`config.mk`:
```
export PLATFORM = sky130hd
export DESIGN_NAME = spi_slave_exch_byte
export DESIGN_NICKNAME = d
export VERILOG_FILES = /design/src/rtl/spi_pkg.sv /design/src/rtl/spi_sync_edge.sv /design/src/rtl/spi_slave_exch_byte.sv
export SDC_FILE = /design/constraint.sdc
export NUM_CORES = 1
export LEC_CHECK = 0
export CORE_MARGIN = 1.5
export CORE_UTILIZATION = 60
export CTS_CLUSTER_DIAMETER = 50
export CTS_CLUSTER_SIZE = 25
export DETAILED_ROUTE_END_ITERATION = 7
export DONT_BUFFER_PORTS = 1
export PLACE_DENSITY = 0.85
export SYNTH_ARGS = -nofsm -noshare
export SYNTH_HDL_FRONTEND = slang
export SYNTH_SLANG_ARGS = --single-unit
```
`constraint.sdc`:
```
create_clock -name clk_i -period 3.9 [get_ports clk_i]
set_clock_uncertainty 0.15 [all_clocks]
set_input_delay 0.78 -clock clk_i [delete_from_list [all_inputs] [get_ports clk_i]]
set_output_delay 0.78 -clock clk_i [all_outputs]
set_load 0.005 [all_outputs]
```
`src/rtl/spi_pkg.sv`:
```
// +-----------------------------------------------------------------------+
// | spi_pkg : shared SPI constants (bit order, mode, FSM codes, fill)     |
// | Rev 1.0                                                               |
// +-----------------------------------------------------------------------+
`default_nettype none

package spi_pkg;

  localparam logic MSB_FIRST = 1'b0;
  localparam logic LSB_FIRST = 1'b1;

  // Only mode 0 is implemented; CPOL also gives the sclk idle level.
  localparam logic SPI_CPOL = 1'b0;
  localparam logic SPI_CPHA = 1'b0;

  localparam logic [0:0] ST_IDLE   = 1'b0;
  localparam logic [0:0] ST_ACTIVE = 1'b1;

  localparam logic [7:0] IDLE_FILL_DEFAULT = 8'hFF;

endpackage

`default_nettype wire

```
`src/rtl/spi_sync_edge.sv`:
```
// +-----------------------------------------------------------------------+
// | spi_sync_edge : N-stage synchronizer with rise/fall pulse outputs     |
// | Rev 1.0                                                               |
// +-----------------------------------------------------------------------+
`default_nettype none

module spi_sync_edge #(
  parameter int   STAGES  = 2,
  parameter logic RST_VAL = 1'b0
) (
  input  logic clk_i,
  input  logic arst_n_i,
  input  logic d_i,
  output logic rise_o,
  output logic fall_o
);

  logic [STAGES-1:0] sync_q, sync_d;
  logic              dly_q, dly_d;

  always_comb begin
    sync_d = {sync_q[STAGES-2:0], d_i};
    dly_d  = sync_q[STAGES-1];
  end

  always_ff @(posedge clk_i or negedge arst_n_i) begin
    if (!arst_n_i) begin
      sync_q <= {STAGES{RST_VAL}};
      dly_q  <= RST_VAL;
    end else begin
      sync_q <= sync_d;
      dly_q  <= dly_d;
    end
  end

  assign rise_o = sync_q[STAGES-1] & ~dly_q;
  assign fall_o = ~sync_q[STAGES-1] & dly_q;

endmodule

`default_nettype wire

```
`src/rtl/spi_slave_exch_byte.sv`:
```
// +-----------------------------------------------------------------------+
// | spi_slave_exch_byte : SPI mode-0 target byte exchanger, oversampled   |
// | Rev 1.0                                                               |
// +-----------------------------------------------------------------------+
`default_nettype none

module spi_slave_exch_byte
  import spi_pkg::*;
#(
  parameter int              BYTE        = 8,
  parameter int              SYNC_STAGES = 2,
  parameter logic [BYTE-1:0] IDLE_FILL   = BYTE'(IDLE_FILL_DEFAULT)
) (
  input  logic            clk_i,
  input  logic            arst_n_i,
  input  logic            msb_lsb_sel_i,
  input  logic            sclk_i,
  input  logic            cs_n_i,
  input  logic            mosi_i,
  output logic            miso_o,
  output logic            miso_oe_o,
  input  logic [BYTE-1:0] tx_data_i,
  input  logic            tx_valid_i,
  output logic            tx_ready_o,
  output logic [BYTE-1:0] rx_data_o,
  output logic            rx_valid_o,
  output logic            tx_underrun_o,
  output logic            busy_o
);

  localparam int            CW   = (BYTE > 1) ? $clog2(BYTE) : 1;
  localparam logic [CW-1:0] LAST = CW'(BYTE - 1);

  function automatic logic [BYTE-1:0] bit_rev(input logic [BYTE-1:0] v);
    logic [BYTE-1:0] r;
    for (int i = 0; i < BYTE; i++) r[i] = v[BYTE-1-i];
    return r;
  endfunction

  logic sclk_rise, sclk_fall, cs_rise, cs_fall;

  spi_sync_edge #(.STAGES(SYNC_STAGES), .RST_VAL(SPI_CPOL)) u_sclk_sync (
    .clk_i(clk_i), .arst_n_i(arst_n_i), .d_i(sclk_i),
    .rise_o(sclk_rise), .fall_o(sclk_fall)
  );

  spi_sync_edge #(.STAGES(SYNC_STAGES), .RST_VAL(1'b1)) u_cs_sync (
    .clk_i(clk_i), .arst_n_i(arst_n_i), .d_i(cs_n_i),
    .rise_o(cs_rise), .fall_o(cs_fall)
  );

  // mosi shares the sclk pipeline depth so the sampled bit lines up with sclk_rise.
  logic [SYNC_STAGES-1:0] mosi_sync_q, mosi_sync_d;
  logic                   mosi_s;

  logic [0:0]      state_q, state_d;
  logic [BYTE-1:0] hold_q, hold_d, tx_sr_q, tx_sr_d, rx_sr_q, rx_sr_d;
  logic [BYTE-1:0] rx_data_q, rx_data_d, tx_shift;
  logic [CW-1:0]   bitcnt_q, bitcnt_d;
  logic            hold_full_q, hold_full_d, lsb_q, lsb_d;
  logic            miso_q, miso_d, miso_oe_q, miso_oe_d;
  logic            rx_valid_q, rx_valid_d, underrun_q, underrun_d;
  logic            load, wr;

  assign mosi_s = mosi_sync_q[SYNC_STAGES-1];
  assign wr     = tx_valid_i & ~hold_full_q;

  always_comb begin
    mosi_sync_d = {mosi_sync_q[SYNC_STAGES-2:0], mosi_i};
    state_d     = state_q;
    hold_d      = hold_q;
    hold_full_d = hold_full_q;
    tx_sr_d     = tx_sr_q;
    rx_sr_d     = rx_sr_q;
    rx_data_d   = rx_data_q;
    bitcnt_d    = bitcnt_q;
    lsb_d       = lsb_q;
    miso_d      = miso_q;
    miso_oe_d   = miso_oe_q;
    rx_valid_d  = 1'b0;
    underrun_d  = 1'b0;
    load        = 1'b0;
    tx_shift    = tx_sr_q >> 1;

    case (state_q)
      ST_IDLE: begin
        if (cs_fall) begin
          load      = 1'b1;
          bitcnt_d  = '0;
          miso_oe_d = 1'b1;
          state_d   = ST_ACTIVE;
        end
      end
      default: begin
        // Deselect wins over any sclk edge seen in the same cycle.
        if (cs_rise) begin
          state_d   = ST_IDLE;
          bitcnt_d  = '0;
          rx_sr_d   = '0;
          miso_oe_d = 1'b0;
          miso_d    = 1'b1;
        end else if (sclk_rise) begin
          rx_sr_d  = {mosi_s, rx_sr_q[BYTE-1:1]};
          bitcnt_d = bitcnt_q + CW'(1);
          if (bitcnt_q == LAST) begin
            bitcnt_d   = '0;
            rx_data_d  = (lsb_q == LSB_FIRST) ? rx_sr_d : bit_rev(rx_sr_d);
            rx_valid_d = 1'b1;
          end
        end else if (sclk_fall) begin
          if (bitcnt_q != '0) begin
            tx_sr_d = tx_shift;
            miso_d  = tx_shift[0];
          end else begin
            load = 1'b1;
          end
        end
      end
    endcase

    if (load) begin
      lsb_d = msb_lsb_sel_i;
      if (hold_full_q) tx_sr_d = (msb_lsb_sel_i == LSB_FIRST) ? hold_q : bit_rev(hold_q);
      else             tx_sr_d = IDLE_FILL;
      underrun_d  = ~hold_full_q;
      miso_d      = tx_sr_d[0];
      hold_full_d = 1'b0;
    end

    // A write in the load cycle refills the register the load just emptied.
    if (wr) begin
      hold_d      = tx_data_i;
      hold_full_d = 1'b1;
    end
  end

  always_ff @(posedge clk_i or negedge arst_n_i) begin
    if (!arst_n_i) begin
      mosi_sync_q <= {SYNC_STAGES{1'b1}};
      state_q     <= ST_IDLE;
      hold_q      <= '0;
      hold_full_q <= 1'b0;
      tx_sr_q     <= '0;
      rx_sr_q     <= '0;
      rx_data_q   <= '0;
      bitcnt_q    <= '0;
      lsb_q       <= 1'b0;
      miso_q      <= 1'b1;
      miso_oe_q   <= 1'b0;
      rx_valid_q  <= 1'b0;
      underrun_q  <= 1'b0;
    end else begin
      mosi_sync_q <= mosi_sync_d;
      state_q     <= state_d;
      hold_q      <= hold_d;
      hold_full_q <= hold_full_d;
      tx_sr_q     <= tx_sr_d;
      rx_sr_q     <= rx_sr_d;
      rx_data_q   <= rx_data_d;
      bitcnt_q    <= bitcnt_d;
      lsb_q       <= lsb_d;
      miso_q      <= miso_d;
      miso_oe_q   <= miso_oe_d;
      rx_valid_q  <= rx_valid_d;
      underrun_q  <= underrun_d;
    end
  end

  assign miso_o        = miso_q;
  assign miso_oe_o     = miso_oe_q;
  assign tx_ready_o    = ~hold_full_q;
  assign rx_data_o     = rx_data_q;
  assign rx_valid_o    = rx_valid_q;
  assign tx_underrun_o = underrun_q;
  assign busy_o        = (state_q == ST_ACTIVE);

endmodule

`default_nettype wire

```
==> impl_metrics.xml, run 1 <==
<?xml version="1.0" encoding="UTF-8"?>
<metrics>
  <group name="placement">
    <metric name="worst_setup_slack_post_dpl" unit="ps">1860</metric>
    <metric name="dpl.cell_count" unit="">217</metric>
    <metric name="placed_cell_area" unit="um2">2120</metric>
    <metric name="place.port_buffers" unit="">0</metric>
    <metric name="place_congestion" unit="">0.822</metric>
    <metric name="hpwl" unit="um">2420</metric>
  </group>
  <group name="final_layout">
    <metric name="final_net_count" unit="">197</metric>
    <metric name="layout-drive-gt1-share" unit="">0.150</metric>
    <metric name="final_cell_count_no_fill" unit="">226</metric>
    <metric name="layout-area-overhead-vs-synth" unit="%">5.39</metric>
    <metric name="post-route-cell-area" unit="um2">2230</metric>
    <metric name="number_of_diodes" unit="">0</metric>
    <metric name="register_area" unit="um2">1210</metric>
    <metric name="final_util" unit="">0.662</metric>
    <metric name="fill_cells" unit="">270</metric>
    <metric name="multi_input_combinational_cell_area" unit="um2">835</metric>
  </group>
  <group name="clocking">
    <metric name="cts_hold_fix_bufs" unit="">1</metric>
    <metric name="cts-root-to-sink-buffers" unit="">2</metric>
    <metric name="post-cts-setup-buffers" unit="">0</metric>
    <metric name="postCtsResizedCells" unit="">0</metric>
    <metric name="cts.reportedPaths.clkPinSlew" unit="ps">150</metric>
    <metric name="cts-root-buf" unit="">clkbuf_4</metric>
    <metric name="clock_insertion_delay_at_the_later_pin_of_the_skew_report" unit="ps">380</metric>
    <metric name="cts-htree-levels" unit="">2</metric>
    <metric name="cts_inserted_buffers" unit="">5</metric>
    <metric name="tritoncts" unit="">built</metric>
    <metric name="cts_sinks" unit="">48</metric>
  </group>
  <group name="timing">
    <metric name="hold_violations" unit="">0</metric>
    <metric name="setup_ws" unit="ps">1900</metric>
    <metric name="setup_violations" unit="">0</metric>
    <metric name="finalCriticalPeriod" unit="ps">2000</metric>
    <metric name="rsz_0062_raised_after_global_routing" unit="">no</metric>
    <metric name="layout_worst_path_cycle_share" unit="">0.513</metric>
    <metric name="totalNegativeSetupSlack" unit="ps">0</metric>
    <metric name="final_max_slew_viol_count" unit="">0</metric>
    <metric name="fmaxAchievable" unit="MHz">499</metric>
    <metric name="max_slew_margin" unit="">0.356</metric>
    <metric name="max_slew.worst_pin.slew" unit="ps">961</metric>
  </group>
  <group name="power">
    <metric name="power_leakage" unit="nW">1.04</metric>
    <metric name="power.density" unit="nW/um2">595</metric>
    <metric name="vdd.ir_drop.worst" unit="mV">0.388</metric>
  </group>
  <group name="floorplanning">
    <metric name="core_region_area" unit="um2">3360</metric>
    <metric name="design.die.area" unit="um2">3890</metric>
    <metric name="chipWidth" unit="um">62.3</metric>
    <metric name="io_pins" unit="">29</metric>
    <metric name="fp-row-count" unit="">21</metric>
    <metric name="chipHeight" unit="um">62.3</metric>
    <metric name="initial_standard_cell_utilization_of_the_core" unit="">0.628</metric>
  </group>
  <group name="routing">
    <metric name="routedWlPerCell" unit="um">15.1</metric>
    <metric name="drt_drc_violations_left" unit="">0</metric>
    <metric name="drtIter0Drc" unit="">29</metric>
    <metric name="number_of_nets_with_antenna_violations_after_detailed_routing" unit="">0</metric>
    <metric name="wirelength" unit="um">3420</metric>
    <metric name="via_count" unit="">1306</metric>
    <metric name="drt-pass1-iter-count" unit="">4</metric>
    <metric name="routed_via_density" unit="">5.78</metric>
  </group>
  <group name="yosys">
    <metric name="synth-seq-cells" unit="">48</metric>
    <metric name="synth_top_family_by_area" unit="">compound AO/OA/AOI/OAI gates</metric>
    <metric name="synth_warnings" unit="">0</metric>
    <metric name="synthesized_area_fraction_occupied_by_and_or_nand_nor_cells" unit="">0.118</metric>
    <metric name="synth.mux.area_fraction" unit="">0.128</metric>
    <metric name="synth_fa_ha_area_frac" unit="">0.0178</metric>
    <metric name="yosysMostFrequentCell" unit="">dfrtp_1</metric>
    <metric name="yosysTopAreaCell" unit="">dfrtp_1</metric>
    <metric name="synth_compound_gate_area_share" unit="">0.131</metric>
    <metric name="ys_seq_area_frac" unit="">0.572</metric>
    <metric name="dominantRegCellSynth" unit="">dfrtp_1</metric>
    <metric name="ys_top_cells_by_area" unit="">dfrtp_1, mux2i_1, dfstp_2</metric>
    <metric name="avgSynthCellArea" unit="um2">11.7</metric>
    <metric name="cell_types_with_the_highest_counts_after_synthesis" unit="">dfrtp_1, nand2_1, mux2i_1</metric>
    <metric name="mappedNetlistArea" unit="um2">2110</metric>
    <metric name="synthXorXnorAreaFrac" unit="">0</metric>
    <metric name="synth-edff-count" unit="">0</metric>
    <metric name="syn_nets" unit="">198</metric>
    <metric name="yosysUniqueCellTypes" unit="">34</metric>
    <metric name="synthDominantCellAreaShare" unit="">0.497</metric>
    <metric name="postSynthCellCount" unit="">180</metric>
    <metric name="fraction_of_synthesis_flops_using_an_asynchronous_set_or_reset_pin" unit="">1.00</metric>
  </group>
  <group name="hold_path">
    <metric name="worst_hold_path_type" unit="">primary input to asynchronous set/reset pin</metric>
  </group>
  <group name="setup_path">
    <metric name="critPathLaunchType" unit="">flop</metric>
    <metric name="worstPathRequired" unit="ps">3980</metric>
    <metric name="worst-setup-path-type" unit="">flop to flop</metric>
    <metric name="cp-end-kind" unit="">flop</metric>
    <metric name="critPathArrivalTime" unit="ps">2080</metric>
    <metric name="largest_fanout_on_the_critical_path" unit="">14</metric>
  </group>
  <group name="run_status">
    <metric name="status" unit="">finished clean</metric>
  </group>
  <group name="global_routing">
    <metric name="grt_pass1_wl" unit="um">6150</metric>
    <metric name="total_congestion_overflow_after_global_routing" unit="">0</metric>
    <metric name="grt_pass1_vias" unit="">1363</metric>
    <metric name="grt_use_total" unit="">0.202</metric>
    <metric name="pin_count_of_the_biggest_net_entering_global_routing" unit="">43</metric>
    <metric name="antenna_found_initial" unit="">0</metric>
  </group>
  <group name="flow_run">
    <metric name="maxCapViolCount" unit="">0</metric>
  </group>
</metrics>
==> placed cells by master, fill, tap and decap left out <==
master and count:
o21a_1 1, a22o_1 8, nand4_1 1, o21ai_1 1, nand4bb_1 1, and2_1 1
a31oi_1 2, and3_1 7, a41oi_1 1, a32oi_1 1, nor2b_1 4, nand2b_1 4
dfrtp_1 42, a211oi_1 1, inv_6 1, nor2_1 7, clkinvlp_4 1, dfstp_2 6
ha_1 3, nor3b_2 1, nor3_1 2, nand2_1 19, o21bai_1 2, mux2i_1 17
inv_1 6, mux2_2 9, a22oi_4 1, clkbuf_4 5, a21oi_1 4, bufinv_16 1
nand3_1 1, o21ai_0 11, buf_12 1, or2_2 1, o31ai_1 6
==> where the power goes <==
part	switching, W	total (W)	internal [W]
sequential	0.000113	0.000738	0.000625
combinational	0.000131	0.000286	0.000155
clock	0.000165	0.000303	0.000137
total	0.000409	0.00133	0.000917
==> worst max-delay path, stage by stage (launching register included) <==
cell and delay [ps]:
dfrtp_1 670, nor3b_2 120, a31oi_1 730, o31ai_1 190
==> logic make-up after synthesis <==
family          after synthesis
compound gates               39
fa+ha+maj                     3
buf+inv                      15
flops                        48
mux                          26
simple gates                 49
==> through the flow <==
stage	hold slack (ps)	total power [W]
4_1_cts	57.2	0.00134
2_1_floorplan	181	0.000963
6_report	64.1	0.00133
3_5_place_dp	197	0.00103
3_3_place_gp	185	0.00100
5_1_grt	29.8	0.00142
==> routing by layer <==
| layer | global-route usage | up-vias | routed length, um | share of wire |
|---|---|---|---|---|
| met5 | 0 | - | 0 | 0 |
| met4 | 0.106 | 0 | 105 | 0.031 |
| met3 | 0.0562 | 10 | 144 | 0.042 |
| met2 | 0.332 | 29 | 1660 | 0.49 |
| met1 | 0.244 | 631 | 1500 | 0.44 |
| li1 | - | 636 | - | - |
==> worst paths after layout <==
check                                              start                       end  slack [ps]  cells past startpoint
worst max register to register          busy_o$_DFF_PN0_    tx_sr_q[1]$_DFFE_PN0P_        1900                      3
min in group clk_i              mosi_sync_q[0]$_DFF_PN1_  mosi_sync_q[1]$_DFF_PN1_         200                      0
worst min register to register  mosi_sync_q[0]$_DFF_PN1_  mosi_sync_q[1]$_DFF_PN1_         200                      0
max in group asynchronous                       arst_n_i     miso_oe_o$_DFFE_PN0P_        3320                      1
worst min-delay path                            arst_n_i  mosi_sync_q[1]$_DFF_PN1_          60                      0
worst max-delay path                    busy_o$_DFF_PN0_    tx_sr_q[1]$_DFFE_PN0P_        1900                      3
==> layout make-up <==
class	instances	share of cell area
inverter	6	0.0101
clock inverter	3	0.0208
multi-input combinational	117	0.375
sequential	48	0.543
tap	46	0.0258
timing repair buffer	1	0.00899
clock buffer	5	0.0169
==> state kept, by name, summed over array words and instances, names as in the netlist <==
signal / count
tx_underrun_o: 1
hold_full_q: 1
u_cs_sync.dly_q: 1
hold_q: 8
bitcnt_q: 3
u_sclk_sync.sync_q: 2
busy_o: 1
mosi_sync_q: 2
u_cs_sync.sync_q: 2
rx_valid_o: 1
rx_sr_q: 7
miso_o: 1
tx_sr_q: 7
lsb_q: 1
rx_data_o: 8
u_sclk_sync.dly_q: 1
miso_oe_o: 1
(Power assumes the default switching activity.)
==> inputs of run 2 (changes only) <==
Clock period 3.9 ns to 1.9 ns, I/O delays scaled along.
==> run 2 against run 1 <==
Fmax up 13%. Register-to-register slack lost 1800 ps. First-iteration DRC count rose by 72%. Flip-flop and latch count unchanged. Largest cell class unchanged.
==> impl_metrics.xml, run 2 (same netlist as run 1, synthesis figures left out) <==
<?xml version="1.0" encoding="UTF-8"?>
<metrics>
  <group name="timing">
    <metric name="fin_hold_ws" unit="ps">119</metric>
    <metric name="hold_violations" unit="">0</metric>
    <metric name="max_slew_margin" unit="">0.635</metric>
    <metric name="max_slew.worst_pin.slew" unit="ps">545</metric>
    <metric name="layout_worst_path_cycle_share" unit="">0.934</metric>
    <metric name="totalNegativeSetupSlack" unit="ps">0</metric>
    <metric name="final_max_slew_viol_count" unit="">0</metric>
    <metric name="setup_ws" unit="ps">125</metric>
    <metric name="setup_violations" unit="">0</metric>
    <metric name="fmaxAchievable" unit="MHz">563</metric>
    <metric name="finalCriticalPeriod" unit="ps">1780</metric>
    <metric name="rsz_0062_raised_after_global_routing" unit="">no</metric>
  </group>
  <group name="hold_path">
    <metric name="worst_hold_path.endpoint" unit="">miso_o$_DFFE_PN1P_</metric>
    <metric name="min_delay_path_depth" unit="">2</metric>
    <metric name="min_from" unit="">msb_lsb_sel_i</metric>
    <metric name="worst_hold_path_type" unit="">primary input to flop</metric>
  </group>
  <group name="setup_path">
    <metric name="timing.critical_path.slowest_cell_delay" unit="ps">610</metric>
    <metric name="cp-end-kind" unit="">flop</metric>
    <metric name="critical-path-top-delay-family" unit="">flip-flops</metric>
    <metric name="timing.reg2reg.setup_slack" unit="ps">120</metric>
    <metric name="worstPathRequired" unit="ps">2030</metric>
    <metric name="slowest_stage" unit="">dfstp_2</metric>
    <metric name="critPathArrivalTime" unit="ps">1910</metric>
    <metric name="reg2reg_to" unit="">tx_sr_q[2]$_DFFE_PN0P_</metric>
    <metric name="largest_fanout_on_the_critical_path" unit="">17</metric>
    <metric name="critPathLaunchType" unit="">flop</metric>
    <metric name="ff2ff_path_depth" unit="">5</metric>
    <metric name="crit_chain" unit="">o21bai_1 -&gt; a22oi_4 -&gt; buf_4 -&gt; and3_1 -&gt; o31ai_1</metric>
    <metric name="reg2reg_from" unit="">u_cs_sync.sync_q[1]$_DFF_PN1_</metric>
    <metric name="timing.critical_path.buf_inv" unit="">1</metric>
    <metric name="worst-setup-path-type" unit="">flop to flop</metric>
  </group>
  <group name="floorplanning">
    <metric name="io_pins" unit="">29</metric>
    <metric name="fp-row-count" unit="">21</metric>
    <metric name="chipWidth" unit="um">62.3</metric>
    <metric name="design.die.area" unit="um2">3890</metric>
    <metric name="initial_standard_cell_utilization_of_the_core" unit="">0.628</metric>
    <metric name="chipHeight" unit="um">62.3</metric>
    <metric name="core_region_area" unit="um2">3360</metric>
  </group>
  <group name="final_layout">
    <metric name="fill_cells" unit="">249</metric>
    <metric name="register_area" unit="um2">1210</metric>
    <metric name="layout-area-overhead-vs-synth" unit="%">15.2</metric>
    <metric name="layout-drive-gt1-share" unit="">0.180</metric>
    <metric name="most-common-layout-cells" unit="">dfrtp_1, nand2_1, mux2i_1</metric>
    <metric name="final_cell_count_no_fill" unit="">246</metric>
    <metric name="number_of_diodes" unit="">0</metric>
    <metric name="final_net_count" unit="">217</metric>
    <metric name="multi_input_combinational_cell_area" unit="um2">845</metric>
    <metric name="post-route-cell-area" unit="um2">2430</metric>
    <metric name="final_common_cell" unit="">dfrtp_1</metric>
  </group>
  <group name="routing">
    <metric name="wirelength" unit="um">3720</metric>
    <metric name="routed_via_density" unit="">5.72</metric>
    <metric name="drt-pass1-iter-count" unit="">4</metric>
    <metric name="number_of_nets_with_antenna_violations_after_detailed_routing" unit="">0</metric>
    <metric name="drtIter0Drc" unit="">50</metric>
    <metric name="routedWlPerCell" unit="um">15.1</metric>
    <metric name="via_count" unit="">1406</metric>
    <metric name="drt_drc_violations_left" unit="">0</metric>
  </group>
  <group name="clocking">
    <metric name="cts_sinks" unit="">48</metric>
    <metric name="cts.reportedPaths.clkPinSlew" unit="ps">140</metric>
    <metric name="cts-htree-levels" unit="">2</metric>
    <metric name="cts-root-buf" unit="">clkbuf_4</metric>
    <metric name="tritoncts" unit="">built</metric>
    <metric name="clock_insertion_delay_at_the_later_pin_of_the_skew_report" unit="ps">370</metric>
    <metric name="cts_inserted_buffers" unit="">5</metric>
    <metric name="cts-root-to-sink-buffers" unit="">2</metric>
  </group>
  <group name="global_routing">
    <metric name="pin_count_of_the_biggest_net_entering_global_routing" unit="">49</metric>
    <metric name="grt_use_total" unit="">0.211</metric>
    <metric name="antenna_found_initial" unit="">0</metric>
    <metric name="total_congestion_overflow_after_global_routing" unit="">0</metric>
    <metric name="grt_pass1_vias" unit="">1372</metric>
    <metric name="grt_pass1_wl" unit="um">6320</metric>
  </group>
  <group name="placement">
    <metric name="placed_cell_area" unit="um2">2160</metric>
    <metric name="place_congestion" unit="">0.786</metric>
    <metric name="place.port_buffers" unit="">0</metric>
    <metric name="hpwl" unit="um">2530</metric>
    <metric name="dpl.cell_count" unit="">222</metric>
    <metric name="worst_setup_slack_post_dpl" unit="ps">20.9</metric>
  </group>
  <group name="power">
    <metric name="vdd.ir_drop.worst" unit="mV">0.919</metric>
    <metric name="power.density" unit="nW/um2">1170</metric>
    <metric name="power_leakage" unit="nW">1.14</metric>
  </group>
  <group name="flow_run">
    <metric name="maxCapViolCount" unit="">0</metric>
  </group>
  <group name="run_status">
    <metric name="status" unit="">finished clean</metric>
  </group>
</metrics>
[run 2: cell type report]
class | instances | area share
tap | 46 | 0.0237
inverter | 6 | 0.00925
clock inverter | 2 | 0.0159
clock buffer | 6 | 0.0211
timing repair buffer | 21 | 0.0864
multi-input combinational | 117 | 0.347
sequential | 48 | 0.497
[run 2: repair_timing]
item                       in CTS  in global routing
setup endpoints to repair       0                  9
hold endpoints to repair       59                  1
setup buffers                   0                  2
gates resized for setup         0                  2
hold buffers                   13                  1
[run 2: worst reg2reg max path, delay by kind of cell (launching register included)]
| kind | cells | cell delay (ps) |
|---|---|---|
| AOI/OAI and AO/OA | 3 | 570 |
| and+or+nand+nor | 1 | 170 |
| DFF | 1 | 610 |
| buffers and inverters | 1 | 190 |
[run 2: layer usage]
layer,track usage,up-vias,routed length (um)
li1,-,675,-
met1,0.247,699,1560
met2,0.374,27,1970
met3,0.0670,5,143
met4,0.0583,0,47
met5,0,-,0
[run 2: power breakdown]
part           internal [W]  switching (W)
logic              0.000379       0.000304
clock network      0.000316       0.000338
registers           0.00128       0.000229
total               0.00198       0.000871
[run 2: worst max path at each step]
stage | to | slack [ps] | startpoint | cells past startpoint
5_1_grt | tx_sr_q[2]$_DFFE_PN0P_ | 0.3 | u_cs_sync.sync_q[1]$_DFF_PN1_ | 5
6_report | tx_sr_q[2]$_DFFE_PN0P_ | 120 | u_cs_sync.sync_q[1]$_DFF_PN1_ | 5
4_1_cts | tx_sr_q[2]$_DFFE_PN0P_ | 20 | u_cs_sync.sync_q[1]$_DFF_PN1_ | 3
3_3_place_gp | tx_sr_q[3]$_DFFE_PN0P_ | 90 | u_cs_sync.sync_q[1]$_DFF_PN1_ | 3
2_1_floorplan | lsb_q$_DFFE_PN0P_ | 310 | bitcnt_q[0]$_DFFE_PN0P_ | 5
3_5_place_dp | tx_sr_q[5]$_DFFE_PN0P_ | 20 | u_cs_sync.sync_q[1]$_DFF_PN1_ | 3
[run 2: through the flow]
stage / utilization / total power, W
global route: 0.724 / 0.00303
floorplan: - / 0.00198
detailed placement: 0.642 / 0.00214
global placement: 0.642 / 0.00207
finish: 0.724 / 0.00285
CTS: 0.713 / 0.00284
==> patch: new RTL, settings of run 1 <==
Take the reset off `rx_sr_q` and load it in a clocked block of its own.
--- a/src/rtl/spi_slave_exch_byte.sv
+++ b/src/rtl/spi_slave_exch_byte.sv
@@ -141,7 +141,6 @@
       hold_q      <= '0;
       hold_full_q <= 1'b0;
       tx_sr_q     <= '0;
-      rx_sr_q     <= '0;
       rx_data_q   <= '0;
       bitcnt_q    <= '0;
       lsb_q       <= 1'b0;
@@ -155,7 +154,6 @@
       hold_q      <= hold_d;
       hold_full_q <= hold_full_d;
       tx_sr_q     <= tx_sr_d;
-      rx_sr_q     <= rx_sr_d;
       rx_data_q   <= rx_data_d;
       bitcnt_q    <= bitcnt_d;
       lsb_q       <= lsb_d;
@@ -164,6 +162,10 @@
       rx_valid_q  <= rx_valid_d;
       underrun_q  <= underrun_d;
     end
+  end
+
+  always_ff @(posedge clk_i) begin
+    rx_sr_q <= rx_sr_d;
   end
 
   assign miso_o        = miso_q;
Function: no difference found for any inputs over 10 cycles, from zero or initial values and one cycle with arst_n_i low; that may be too few to reach the edited logic, so the function may still have changed.
==> patch against run 1 <==
- non-clock buffer count did not move
- clock power fell by 28%
- critical path type unchanged
- maximum frequency fell by 4.0%
- sequential power rose by 0.5%
- routed wire length rose by 5.0%
- worst setup slack got worse by 0.083 ns
- area after synthesis rose by 3.6%
- synthesized cell count fell by 7.2%
- largest power group unchanged
- final area rose by 2.1%
- sequential cell count did not move
- combinational power rose by 8.4%
- core utilization rose by 0.34 points
- total power fell by 4.3%
==> patch: results (changes against run 1) <==
| Metric | Value |
|---|---|
| Outcome | complete, no violations |
| Endpoints failing hold | 0 (unchanged) |
| Sequential share of the synthesized area | 0.568 (-0.00394) |
| Worst-skew pair later-pin latency | 0.35 ns (-0.03 ns) |
| Post-DP HPWL | 2.51 mm (+3.6%) |
| Worst path slowest cell | dfstp_2 |
| Synth area leaders | dfrtp_1 (40%), mux2_2 (11%), edfxtp_1 (9.6%) |
| Worst min path class | in2async |
| Delay-heaviest family, CP | flip-flops |
| Largest net degree at the start of global routing | 36 (-16%) |
| Initial antenna violation count | 0 (unchanged) |
| Leakage Power | 1.00 nW (-3.3%) |
| Number of synthesized flops with an enable pin | 7 (+7) |
| Vias per cell | 5.82 (+0.76%) |
| Cells on worst reg2reg path | 4 (+1) |
| Nets | 185 (-6.1%) |
| Clk slew on worst S/H paths | 0.13 ns (-0.02 ns) |
| CTS Root Cell | clkbuf_4 |
| Drt first pass iters | 4 (unchanged) |
| Vias in the first global route | 1231 (-9.7%) |
| DRT Wirelength | 3.59 mm (+5.0%) |
| Global-route met2 utilization | 0.312 (-0.0197) |
| Fraction of registers with async set/reset | 0.854 (-0.146) |
| Gr usage total | 0.202 (about the same) |
| Max FO, Critical Path | 8 (-6) |
| Max_slew headroom | 0.494 (+0.137) |
| H-tree depth | 2 (unchanged) |
| Fraction of layout cells with a size suffix above 1 | 0.250 (+0.100) |
| Met3 Use GR | 0.0554 (-0.000802) |
| First-pass GRT wire length | 6.09 mm (-1.0%) |
| # resized after CTS | 0 (unchanged) |
| # fillers | 270 (unchanged) |
| Critical Path Max Stage Delay | 0.63 ns (-0.10 ns) |
| First DRT Iteration DRCs | 100 (+240%) |
| CP Data Arrival Time | 2.19 ns (+0.11 ns) |
| GR Util met1 | 0.270 (+0.0263) |
| Peak VDD IR | 0.000304 V (-22%) |
| Synth cell types | 37 (+8.8%) |
| Synth top cells by count | dfrtp_1 (35), mux2_2 (22), mux2i_1 (18) |
| GPL Wtd Cong | 0.894 (+8.7%) |
[patch: changes by cell type after synthesis, sizes merged, moves of 5 or more]
cell    change
a22o        -7
a22oi       +5
and2        +6
and3        -6
dfrtp       -7
edfxtp      +7
mux2       +14
nand2       -8
nor2        -5
o31ai       -6
[patch: area by class of cell]
| cell class | instances | area share |
|---|---|---|
| well taps | 46 | 0.0253 |
| repair buffers | 1 | 0.00881 |
| flip-flops and latches | 48 | 0.547 |
| clock buffers | 6 | 0.0182 |
| clock inverters | 2 | 0.00495 |
| multi-input cells | 106 | 0.387 |
| inverters | 5 | 0.00826 |
[patch: layer usage]
metal / part of all wire / vias to the layer above
met2: 0.47 / 28
met4: 0.019 / 0
met1: 0.46 / 618
li1: - / 594
met5: 0 / -
met3: 0.046 / 6
[patch: through the flow]
step	utilization	cell area, um2	std cells	setup WS, ns
floorplan	-	2190	167	1.87
global placement	0.644	2200	205	1.91
detailed placement	0.644	2200	205	1.82
CTS	0.666	2270	214	1.80
global route	0.666	2270	214	1.72
finish	0.666	2270	214	1.81
[patch: path summary, 6_finish.rpt]
kind,start,endpoint,slack [ns]
min,arst_n_i,hold_q[4],0.09
max in group asynchronous,arst_n_i,bitcnt_q[0],3.33
min reg2reg,u_sclk_sync.sync_q[0],u_sclk_sync.sync_q[1],0.21
max reg2reg,u_cs_sync.sync_q[1],bitcnt_q[2],1.81
max,u_cs_sync.sync_q[1],bitcnt_q[2],1.81
min in group clk_i,u_sclk_sync.sync_q[0],u_sclk_sync.sync_q[1],0.21
[patch: kinds of logic (layout without fill, tap and decap cells)]
kind of cell,count (synthesis),after routing,share of synthesized area
flip-flops,48,48,0.568
multiplexers,41,41,0.201
AND/OR/NAND/NOR,33,33,0.0863
AO/OA/AOI/OAI,29,29,0.0983
buffers and inverters,13,14,0.0297
adder cells (fa/ha/maj),3,3,0.0171
[patch: worst reg2reg max path, stage by stage, from the launching register on]
cell and delay [ns]:
dfstp_2 0.63, nor2b_1 0.26, o21a_1 0.37, o21bai_2 0.24
mux2_1 0.34
[patch: power breakdown]
group          switching, mW  internal, mW
Clock                  0.148        0.0688
Combinational          0.122         0.188
Sequential             0.109         0.633
[patch: what timing repair did]
action | 4_1_cts | 5_1_grt
hold endpoints to repair | 35 | 0
setup buffers | 0 | 0
hold buffers | 1 | 0
